File: src/rtl/vga_pkg.sv
// Shared VGA constants: phase codes, RGB18 packing and channel rotation.
package vga_pkg;

  typedef enum logic [2:0] {
    PH_BLANK    = 3'd0,
    PH_FADE_IN  = 3'd1,
    PH_HOLD     = 3'd2,
    PH_CYCLE    = 3'd3,
    PH_FADE_OUT = 3'd4
  } phase_e;

  typedef struct packed {
    logic [5:0] r;
    logic [5:0] g;
    logic [5:0] b;
  } rgb18_t;

  localparam logic [17:0] BG_INC_INIT = {6'd0, 6'd63, 6'd1};

  function automatic rgb18_t rgb_unpack(input logic [17:0] v);
    return rgb18_t'(v);
  endfunction

  function automatic logic [17:0] rgb_pack(input rgb18_t c);
    return {c.r, c.g, c.b};
  endfunction

  // {R,G,B} <- {G,B,R}
  function automatic rgb18_t rgb_rotate(input rgb18_t c);
    rgb18_t o;
    o.r = c.g;
    o.g = c.b;
    o.b = c.r;
    return o;
  endfunction

endpackage

File: src/rtl/frame_edge_detect.sv
// Registered one-cycle pulse when vpos returns to line 0.
module frame_edge_detect #(
  parameter int W = 10
) (
  input  logic         clk,
  input  logic         rst_n,
  input  logic [W-1:0] vpos,
  output logic         tick
);

  logic [W-1:0] vpos_prv_q;
  logic         tick_q;
  logic         tick_d;

  always_comb begin
    tick_d = (vpos == '0) && (vpos_prv_q != '0);
  end

  always_ff @(posedge clk or negedge rst_n) begin
    if (!rst_n) begin
      vpos_prv_q <= '0;
      tick_q     <= 1'b0;
    end else begin
      vpos_prv_q <= vpos;
      tick_q     <= tick_d;
    end
  end

  assign tick = tick_q;

endmodule

File: src/rtl/vga_anim_sequencer.sv
// Per-frame logo fade / background rotation sequencer.
module vga_anim_sequencer
  import vga_pkg::*;
#(
  parameter int LOGO_MAX     = 61,
  parameter int HOLD_FRAMES  = 120,
  parameter int CYCLE_FRAMES = 256,
  parameter int ROT_PERIOD   = 16,
  parameter int BLANK_FRAMES = 30
) (
  input  logic        clk,
  input  logic        rst_n,
  input  logic [9:0]  vpos,
  input  logic        pause,
  input  logic        step,
  input  logic [1:0]  speed,
  output logic        frame_tick,
  output logic [10:0] frame,
  output logic [2:0]  phase,
  output logic [5:0]  logo_level,
  output logic [17:0] bg_inc,
  output logic        cfg_update
);

  localparam int FC_W = 9;
  localparam int RW   = $clog2(ROT_PERIOD);

  logic            tick;
  logic            step_prv_q, step_pend_q, step_pend_d;
  logic [10:0]     frame_q, frame_d;
  phase_e          phase_q, phase_d;
  logic [5:0]      level_q, level_d;
  logic [17:0]     bg_q, bg_d;
  logic [FC_W-1:0] fc_q, fc_d;
  logic            cfg_q, cfg_d;
  logic            adv;
  logic [6:0]      inc, sum;

  frame_edge_detect #(.W(10)) u_edge (
    .clk   (clk),
    .rst_n (rst_n),
    .vpos  (vpos),
    .tick  (tick)
  );

  always_comb begin
    adv         = tick & (~pause | step_pend_q);
    step_pend_d = pause & ((step_pend_q & ~tick) | (step & ~step_prv_q));
    frame_d     = frame_q + 11'(tick);
    inc         = 7'd1 << speed;
    sum         = {1'b0, level_q} + inc;
    phase_d     = phase_q;
    level_d     = level_q;
    bg_d        = bg_q;
    fc_d        = fc_q;
    cfg_d       = adv;
    if (adv) begin
      fc_d = fc_q + 1'b1;
      case (phase_q)
        PH_BLANK: begin
          level_d = '0;
          if (fc_q == FC_W'(BLANK_FRAMES - 1)) begin
            phase_d = PH_FADE_IN;
            fc_d    = '0;
          end
        end
        PH_FADE_IN: begin
          if (sum >= 7'(LOGO_MAX)) begin
            level_d = 6'(LOGO_MAX);
            phase_d = PH_HOLD;
            fc_d    = '0;
          end else begin
            level_d = sum[5:0];
          end
        end
        PH_HOLD: begin
          if (fc_q == FC_W'(HOLD_FRAMES - 1)) begin
            phase_d = PH_CYCLE;
            fc_d    = '0;
          end
        end
        PH_CYCLE: begin
          if (fc_q[RW-1:0] == RW'(ROT_PERIOD - 1))
            bg_d = rgb_pack(rgb_rotate(rgb_unpack(bg_q)));
          if (fc_q == FC_W'(CYCLE_FRAMES - 1)) begin
            phase_d = PH_FADE_OUT;
            fc_d    = '0;
          end
        end
        PH_FADE_OUT: begin
          if ({1'b0, level_q} > inc) begin
            level_d = level_q - inc[5:0];
          end else begin
            level_d = '0;
            phase_d = PH_BLANK;
            bg_d    = BG_INC_INIT;
            fc_d    = '0;
          end
        end
        default: begin
          level_d = '0;
          phase_d = PH_BLANK;
          fc_d    = '0;
        end
      endcase
    end
  end

  always_ff @(posedge clk or negedge rst_n) begin
    if (!rst_n) begin
      step_prv_q  <= 1'b0;
      step_pend_q <= 1'b0;
      frame_q     <= '0;
      phase_q     <= PH_BLANK;
      level_q     <= '0;
      bg_q        <= BG_INC_INIT;
      fc_q        <= '0;
      cfg_q       <= 1'b0;
    end else begin
      step_prv_q  <= step;
      step_pend_q <= step_pend_d;
      frame_q     <= frame_d;
      phase_q     <= phase_d;
      level_q     <= level_d;
      bg_q        <= bg_d;
      fc_q        <= fc_d;
      cfg_q       <= cfg_d;
    end
  end

  assign frame_tick = tick;
  assign frame      = frame_q;
  assign phase      = phase_q;
  assign logo_level = level_q;
  assign bg_inc     = bg_q;
  assign cfg_update = cfg_q;

endmodule
File: config.mk
export PLATFORM = sky130hd
export DESIGN_NAME = vga_anim_sequencer
export DESIGN_NICKNAME = d
export VERILOG_FILES = /design/src/rtl/vga_pkg.sv /design/src/rtl/frame_edge_detect.sv /design/src/rtl/vga_anim_sequencer.sv
export SDC_FILE = /design/constraint.sdc
export NUM_CORES = 1
export LEC_CHECK = 0
export ABC_AREA = 1
export CAP_MARGIN = 20
export CELL_PAD_IN_SITES_DETAIL_PLACEMENT = 0
export CELL_PAD_IN_SITES_GLOBAL_PLACEMENT = 2
export CORE_UTILIZATION = 30
export CTS_CLUSTER_DIAMETER = 60
export CTS_CLUSTER_SIZE = 28
export DETAILED_ROUTE_END_ITERATION = 6
export GPL_TIMING_DRIVEN = 0
export PLACE_DENSITY_LB_ADDON = 0.1
export SLEW_MARGIN = 40
export SYNTH_ARGS = -nofsm -noshare
export SYNTH_HDL_FRONTEND = slang
export SYNTH_SLANG_ARGS = --single-unit
export TNS_END_PERCENT = 10
File: constraint.sdc
create_clock -name clk -period 2.6 [get_ports clk]
set_input_delay 0.26 -clock clk [delete_from_list [all_inputs] [get_ports clk]]
set_output_delay 0.26 -clock clk [all_outputs]
set_load 0.05 [all_outputs]
==> metrics.md, run 1 <==
| Metric | Value |
|---|---|
| Synth area leaders | dfrtp_1, nand2_1, inv_1, ha_1, dfstp_2 |
| Net Sw Frac | 26.8% |
| Die width | about 110 um |
| Largest net degree at the start of global routing | 38 |
| Vias in the first global route | 2577 |
| Leakage | around 0.0020 uW |
| Switch Pwr | ~510 uW |
| Slowest cell delay on critical path | between 500 and 600 ps |
| Max Clk Rate | ~420 MHz |
| Global-route wire length before repair | between 10000 and 15000 um |
| RSZ-0062 raised after global routing | yes |
| Top post-synthesis cells by count | nand2_1, dfrtp_1, inv_1 |
| Path type of the worst min-delay path | in2reg |
| Skew-Pair Late Insertion Delay | approximately 340 ps |
| Critical Path Slowest Stage Cell | clkdlybuf4s50_1 |
| Mapped cell area | about 0.0033 mm2 |
| Flop pwr share | 50.9% |
| Die area | about 0.011 mm2 |
| Hold Worst Slack | about 380 ps |
| # setup viols final | 0 |
| Worst slew pin tran | roughly 750 ps |
| Layout Cells excl Fill | approximately 570 |
| CTS tree | done |
| Layout Nets | roughly 470 |
| # DRC | 0 |
| Delay-heaviest family, CP | simple AND/OR/NAND/NOR gates |
| Area growth, synth to finish | 29.0% |
| Fill cells | 1101 |
| WL/cell | approximately 13 um |
| Synth top area share | 40.8% |
| Global Route met1 Usage | 21.5% |
| Outcome | completed |
| GRT met2 Usage | a little under a quarter |
| Initial drt markers | 65 |
| Share of layout cells above drive strength 1 | 16.9% |
| Register area share after synthesis | a little under half |
| Top cell by count, worst path | nand2_1 |
| VDD IR max | 0.000218 V |
| Core Region | around 0.011 mm2 |
| Clock tree buffer depth | 2 |
| Slew Limit Fails | 0 |
| Clock share of power | between 40% and 50% |
| Ant. Diodes | 0 |
| Logic gate share of total power | between 7 and 8% |
| Initial Util | a little under a third |
| Mapped Cells | between 300 and 400 |
| Number of cells on the critical path | 18 |
| FFs w/ async S/R, synth | 100% |
| FF+latch area | approximately 0.0015 mm2 |
| First-pass iteration count of the detailed router | 4 |
| Worst Path Buf+Inv | 5 |
| Met3 usage in global routing | between 2 and 3% |
| Grt ovf | 0 |
| # Max-Cap Violations | 0 |
| Vias | approximately 2600 |
| # port buffers | 55 |
| Avg Inst Size Synth | around 9.1 um2 |
| Reg-to-Reg Start | logo_level[0] |
| HP Start | vpos[0] |
| Hold Path Stages | 1 |
| Antenna violations before repair | 0 |
| Final min period | approximately 2400 ps |
| Synth warn | 0 |
| Sink Count | 61 |
| Crit end category | flip-flop |
| Worst Clk Skew | 13.6 ps |
| Final Hold Viols | 0 |
| Multi-input logic area | 0.00152 mm2 |
| Dpl hpwl | 5740 um |
| H-tree depth | 3 |
| Launching element type of the critical path | primary input |
| Cell Int Power | 1400 uW |
| Worst-path cell chain | clkdlybuf4s50_1 > inv_1 > nor2_1 > inv_1 > ha_1 > buf_6 > inv_2 > a21oi_2 > nand2_1 > nand2_1 > nand3_1 > nor2_2 > nand2_2 > nand3_2 > nand3_4 > nor2_4 > nand2_1 > nand2_1 |
| Final worst-path cycle share | 91.4% |
| Final wirelength | approximately 7700 um |
| Critical Path Fanout Max | 9 |
| DRT antenna net count | 0 |
| Dpl cells | 556 |
| Worst r2r path cells | 12 |
| CP Data Required Time | between 2000 and 3000 ps |
| Final core occ | 40.6% |
| RD Place Congestion | 0.753 |
| RR Endpoint | phase[2] |
| Vias/cell | around 4.6 |
| Cell Pwr Density | 447 mW/mm2 |
| Total GRT Usage | 15.1% |
| Yosys cell types | 40 |
| Root Driver | clkbuf_8 |
| Top Usage Layer GRT | met2 |
| Setup slack, reg-to-reg | 330 ps |
| Number of synthesized flops with an enable pin | 0 |
| Total I/O pin count | 56 |
| Most common cell in the synthesized netlist | nand2_1 |
| Clock-pin slew on the worst setup and hold paths | 80 ps |
| CP arrival | 2650 ps |
| Critical setup path kind | in2reg |
| CTS Buf Count | 9 |
| Ys flop type | dfrtp_1 |
| Seq cells post-synth | 61 |
| Rows | 37 |
| Largest area contributor in the netlist | dfrtp_1 |
| Total power | approximately 1900 uW |
| Worst-case hold path end point | u_edge.vpos_prv_q[0] |
| Slew HR | between 40 and 50% |
| Chip height | 107 um |
| Syn_nets | 397 |
-- cells in the final DEF, fill, tap and decap left out, types with 3 or more instances in the layout --
cell             instances
o21a_1                   6
nand3_1                 36
xnor2_1                  3
nor2_2                   4
dfrtp_1                 54
dfstp_2                  7
inv_1                   52
nand4_1                  4
clkdlybuf4s50_1         54
xor2_1                  14
nand3_2                  4
nor4_1                   7
nand2_1                 64
buf_6                    4
a21oi_2                  3
nand2_2                  3
clkbuf_8                10
o21ai_2                 16
nor3_1                   7
o21ai_0                 16
nor2_1                  18
a21oi_1                  4
ha_1                    14
inv_2                    3
-- cell type report --
| cell class | instances | share of cell area, % |
|---|---|---|
| flip-flops and latches | 61 | 36.0 |
| repair buffers | 58 | 14.0 |
| well taps | 136 | 3.98 |
| multi-input cells | 241 | 35.5 |
| plain buffers | 7 | 1.44 |
| clock buffers | 10 | 3.22 |
| inverters | 55 | 4.83 |
| clock inverters | 6 | 1.05 |
-- routing by layer --
layer | part of all wire (%) | wire length (um)
met1 | 50 | 3870
met2 | 44 | 3410
met3 | 3.7 | 283
met4 | 1.5 | 113
met5 | 0 | 0
-- metrics by stage --
stage	instance area (um2)	setup WS, ps	setup TNS, ps
CTS	4240	132	0
global placement	4030	-891	-53930
detailed placement	4050	-232	-6080
finish	4270	224	0
global route	4270	-6.55	-12.7
floorplan	3310	334	0
-- kinds of logic (layout without fill, tap and decap cells) --
family	Yosys count	count (layout)	synth area share [%]
compound gates	51	51	11.0
xor+xnor	17	17	4.50
fa+ha+maj	17	17	6.88
buf+inv	62	136	8.09
flops	61	61	46.4
simple gates	156	156	23.1
-- how the worst max path moves through the flow --
stage / startpoint / to / slack [ps]
3_3_place_gp: rst_n / logo_level[2] / -890
5_1_grt: speed[1] / fc_q[5] / -7
4_1_cts: speed[1] / bg_inc[13] / 130
6_report: speed[1] / phase[2] / 220
2_1_floorplan: logo_level[0] / fc_q[0] / 330
3_5_place_dp: speed[1] / bg_inc[5] / -230
-- registers in the layout, summed over array words and instances (netlist names), 3 cells and up --
name / flops
u_edge.vpos_prv_q: 10
fc_q: 9
phase: 3
bg_inc: 18
frame: 11
logo_level: 6
-- what timing repair did --
| item | 4_1_cts | 5_1_grt |
|---|---|---|
| gates resized for setup | 0 | 4 |
| endpoints found under the setup margin | 0 | 13 |
| setup buffers | 0 | 1 |
| hold buffers | 1 | 0 |
| hold endpoints to repair | 29 | 0 |
-- worst register-to-register path: stages (launching register included) --
cell and delay (ps):
dfrtp_1 420, ha_2 230, fa_1 420, xor2_1 180, nor2_1 100, nand3_1 110, nor2_2 100, nand2_2 80
nand3_2 130, nand3_4 170, nor2_4 150, nand2_1 60, nand2_1 60
-- power groups by stage --
stage | Clock [uW] | Combinational (uW) | Sequential (uW)
6_report | 802 | 136 | 972
5_1_grt | 879 | 155 | 974
4_1_cts | 837 | 139 | 972
3_5_place_dp | 0 | 137 | 990
3_3_place_gp | 0 | 134 | 990
2_1_floorplan | 0 | 64.8 | 993
(Power assumes the default switching activity.)
==> run 2: changes to the inputs <==
--- a/config.mk
+++ b/config.mk
@@ -5,7 +5,6 @@
 export SDC_FILE = /design/constraint.sdc
 export NUM_CORES = 1
 export LEC_CHECK = 0
-export ABC_AREA = 1
 export CAP_MARGIN = 20
 export CELL_PAD_IN_SITES_DETAIL_PLACEMENT = 0
 export CELL_PAD_IN_SITES_GLOBAL_PLACEMENT = 2
@@ -13,6 +12,7 @@
 export CTS_CLUSTER_DIAMETER = 60
 export CTS_CLUSTER_SIZE = 28
 export DETAILED_ROUTE_END_ITERATION = 6
+export DONT_BUFFER_PORTS = 1
 export GPL_TIMING_DRIVEN = 0
 export PLACE_DENSITY_LB_ADDON = 0.1
 export SLEW_MARGIN = 40
==> run 2 against run 1 <==
The flow now finishes with violations (negative setup slack). Core utilization fell by 2.4 points. Maximum frequency decreased by 15%. Sequential cell count stayed put. Final cell count fell by 13%. Setup slack got worse by 400 ps. Total power up 7.9%. Worst hold slack lost 350 ps.
==> metrics.md, run 2 <==
| Metric | Value |
|---|---|
| Outcome | finished, violations left |
| Failing checks | negative setup slack |
| WL/cell | 16.5 um (+23%) |
| Max reg flops | 18 (unchanged) |
| Chip height | 105 um (-2.2%) |
| Slowest cell delay on critical path | 570 ps (+60 ps) |
| Synth area leaders | dfrtp_1, ha_1, dfstp_2, o21ai_0, nand2_1 |
| Hold Path Stages | 1 (unchanged) |
| CP arrival | 3030 ps (+380 ps) |
| RR Endpoint | fc_q[6] |
| Initial Util | 30.8% (-0.74 points) |
| Global Route met1 Usage | 21.3% (-0.16 points) |
| CTS tree | done |
| H-tree depth | 3 (unchanged) |
| Total I/O pin count | 56 (unchanged) |
| GRT met2 Usage | 24.5% (+1.7 points) |
| Logic gate share of total power | 6.2% (-0.9 points) |
| Rows | 37 (unchanged) |
| Worst r2r path cells | 10 (-2) |
| Syn_nets | 357 (-10%) |
| Clock share of power | 45.6% (+3.6 points) |
| Area growth, synth to finish | 24.3% |
| Global-route wire length before repair | 13700 um (+2.6%) |
| Commonest cells after routing, fill and taps aside | dfrtp_1, nand2_1, o21ai_0 |
| Number of synthesized flops with an enable pin | 0 (unchanged) |
| Most common cell after layout, fill and taps aside | dfrtp_1 |
| Avg Inst Size Synth | 9.76 um2 (+7.3%) |
| Area post-placement | 0.00334 mm2 (-18%) |
| Final worst-path cycle share | 107% (+16 points) |
| Largest net degree at the start of global routing | 62 (+63%) |
| CP Data Required Time | 2850 ps (-30 ps) |
| Synth top area share | 42.7% (+1.9 points) |
| Fill cells | 1059 (-3.8%) |
| RD Place Congestion | 0.740 (-1.8%) |
| Ant. Diodes | 0 (unchanged) |
| FFs w/ async S/R, synth | 100% (unchanged) |
| Setup slack, reg-to-reg | -180 ps (-510 ps) |
| Leakage | 0.00172 uW (-14%) |
| CTS Buf Count | 9 (unchanged) |
| # port buffers | 0 (-100%) |
| Launching element type of the critical path | flip-flop |
| Cell Int Power | 1560 uW (+12%) |
| Most common cell in the synthesized netlist | dfrtp_1 |
| Top post-synthesis cells by count | dfrtp_1, nand2_1, o21ai_0 |
| # setup viols final | 14 (+14) |
| Vias in the first global route | 2553 (-0.93%) |
| Path type of the worst min-delay path | in2reg |
| Yosys cell types | 54 (+35%) |
| HP Start | pause |
| Worst-path cell chain | ha_4 > fa_2 > nor2b_4 > nor3_1 > mux2_4 > a31o_4 > o211ai_4 > a211oi_4 > buf_12 > o32ai_1 |
| Clock-pin slew on the worst setup and hold paths | 80 ps (about the same) |
| Grt ovf | 0 (unchanged) |
| Clock tree buffer depth | 2 (unchanged) |
| Ys flop type | dfrtp_1 |
| VDD IR max | 0.000196 V (-10%) |
| Worst Clk Skew | 10.1 ps (-3.50 ps) |
| Slew HR | 50.7% (+0.89 points) |
| Flop pwr share | 48.2% (-2.7 points) |
| Place WS | -704 ps (-471 ps) |
| Mapped Cells | 324 (-11%) |
| Cell Pwr Density | 525 mW/mm2 (+17%) |
| # DRC | 0 (unchanged) |
| Max Clk Rate | 360 MHz (-15%) |
| Reg-to-Reg Start | logo_level[0] |
| Final min period | 2780 ps (+404 ps) |
| Net Sw Frac | 24.2% (-2.6 points) |
| Share of layout cells above drive strength 1 | 20.1% (+3.2 points) |
| Mapped cell area | 0.00316 mm2 (-4.5%) |
| # Max-Cap Violations | 0 (unchanged) |
| Initial drt markers | 153 (+140%) |
| Root Driver | clkbuf_8 |
| Sink Count | 61 (unchanged) |
| Final Hold Viols | 0 (unchanged) |
| Crit end category | flip-flop |
| Vias | 2503 (-4.2%) |
| Worst-case hold path end point | step_pend_q |
| Vias/cell | 5.02 (+10%) |
| Critical Path Fanout Max | 8 (-1) |
| Core Region | 0.0103 mm2 (-2.2%) |
| Final WS setup | -180 ps (-404 ps) |
| Fin area | 0.00393 mm2 (-8.0%) |
| Met3 usage in global routing | 4.49% (+1.8 points) |
| Antenna violations before repair | 0 (unchanged) |
| Slew Limit Fails | 0 (unchanged) |
| Switch Pwr | 499 uW (-2.5%) |
| Worst Path Buf+Inv | 1 (-4) |
| Register area share after synthesis | 48.6% (+2.2 points) |
| Largest area contributor in the netlist | dfrtp_1 |
| Critical Path Slowest Stage Cell | dfrtp_2 |
| Die width | 105 um (-2.2%) |
| Critical setup path kind | reg2reg |
| Top Usage Layer GRT | met2 |
| Layout Nets | 391 (-16%) |
| Die area | 0.0110 mm2 (-4.4%) |
| Dpl hpwl | 5710 um (-0.41%) |
| DRT antenna net count | 0 (unchanged) |
| Final wirelength | 8210 um (+6.9%) |
| First-pass iteration count of the detailed router | 4 (unchanged) |
| Total GRT Usage | 16.1% (+0.99 points) |
| Seq cells post-synth | 61 (unchanged) |
| RSZ-0062 raised after global routing | yes |
| Synth warn | 0 (unchanged) |
| Worst slew pin tran | 740 ps (-7.61 ps) |
| Delay-heaviest family, CP | compound AO/OA/AOI/OAI gates |
| Skew-Pair Late Insertion Delay | 350 ps (about the same) |
run 2: worst max-delay path by stage:
stage / from / to / slack (ps) / cells past startpoint
2_1_floorplan: logo_level[0] / fc_q[2] / 20 / 9
3_3_place_gp: logo_level[1] / bg_inc[14] / -700 / 9
3_5_place_dp: logo_level[1] / bg_inc[15] / -700 / 9
4_1_cts: logo_level[0] / fc_q[7] / -210 / 10
5_1_grt: logo_level[0] / fc_q[7] / -290 / 10
6_report: logo_level[0] / fc_q[6] / -180 / 10
run 2: logic make-up after synthesis:
group / after synthesis / synth area share, %
multiplexers: 4 / 1.46
buffers and inverters: 33 / 4.31
AND/OR/NAND/NOR: 117 / 17.4
flip-flops: 61 / 48.6
adder cells (fa/ha/maj): 17 / 7.20
XOR/XNOR: 12 / 3.56
AO/OA/AOI/OAI: 80 / 17.5
run 2: repair_timing:
action | 4_1_cts | 5_1_grt
pin swaps | 10 | 5
buffers inserted | 10 | 2
hold endpoints to repair | 72 | 0
hold buffers | 13 | 0
endpoints found under the setup margin | 35 | 34
gates resized for setup | 28 | 9
run 2: final cells by class:
| cell class | instances | area [um2] | area share [%] |
|---|---|---|---|
| inverters | 23 | 86.3 | 2.20 |
| plain buffers | 10 | 61.3 | 1.56 |
| clock inverters | 6 | 86.3 | 2.20 |
| well taps | 136 | 170 | 4.33 |
| multi-input cells | 230 | 1610 | 41.0 |
| flip-flops and latches | 61 | 1540 | 39.3 |
| clock buffers | 10 | 128 | 3.25 |
| repair buffers | 23 | 243 | 6.18 |
run 2: worst register-to-register path, stage by stage, from the launching register on:
cell and delay, ps:
dfrtp_2 570, ha_4 190, fa_2 460, nor2b_4 130, nor3_1 50, mux2_4 290, a31o_4 250, o211ai_4 250
a211oi_4 110, buf_12 170, o32ai_1 200
run 2: layer usage:
metal / up-vias / share of wire [%]
li1: 1213 / -
met1: 1230 / 49
met2: 47 / 45
met3: 13 / 4.5
met4: 0 / 1.8
met5: - / 0
run 2: power by group through the flow:
stage	Sequential, uW	Clock, uW	Combinational (uW)
final	993	940	128
after CTS	994	958	127
after floorplan	1010	0	56.0
after global placement	1010	0	74.6
after detailed placement	1010	0	74.6
after global routing	995	1010	145
run 2: per-stage QoR:
stage	std cells	hold slack (ps)	setup TNS [ps]	total power (uW)	utilization [%]
after global placement	460	-34.3	-18690	1090	32.5
after CTS	498	19.3	-2040	2080	37.9
after floorplan	324	-35.6	0	1060	-
final	499	31.4	-1670	2060	38.2
after detailed placement	460	-34.3	-18570	1090	32.5
after global routing	499	12.1	-4860	2150	38.2
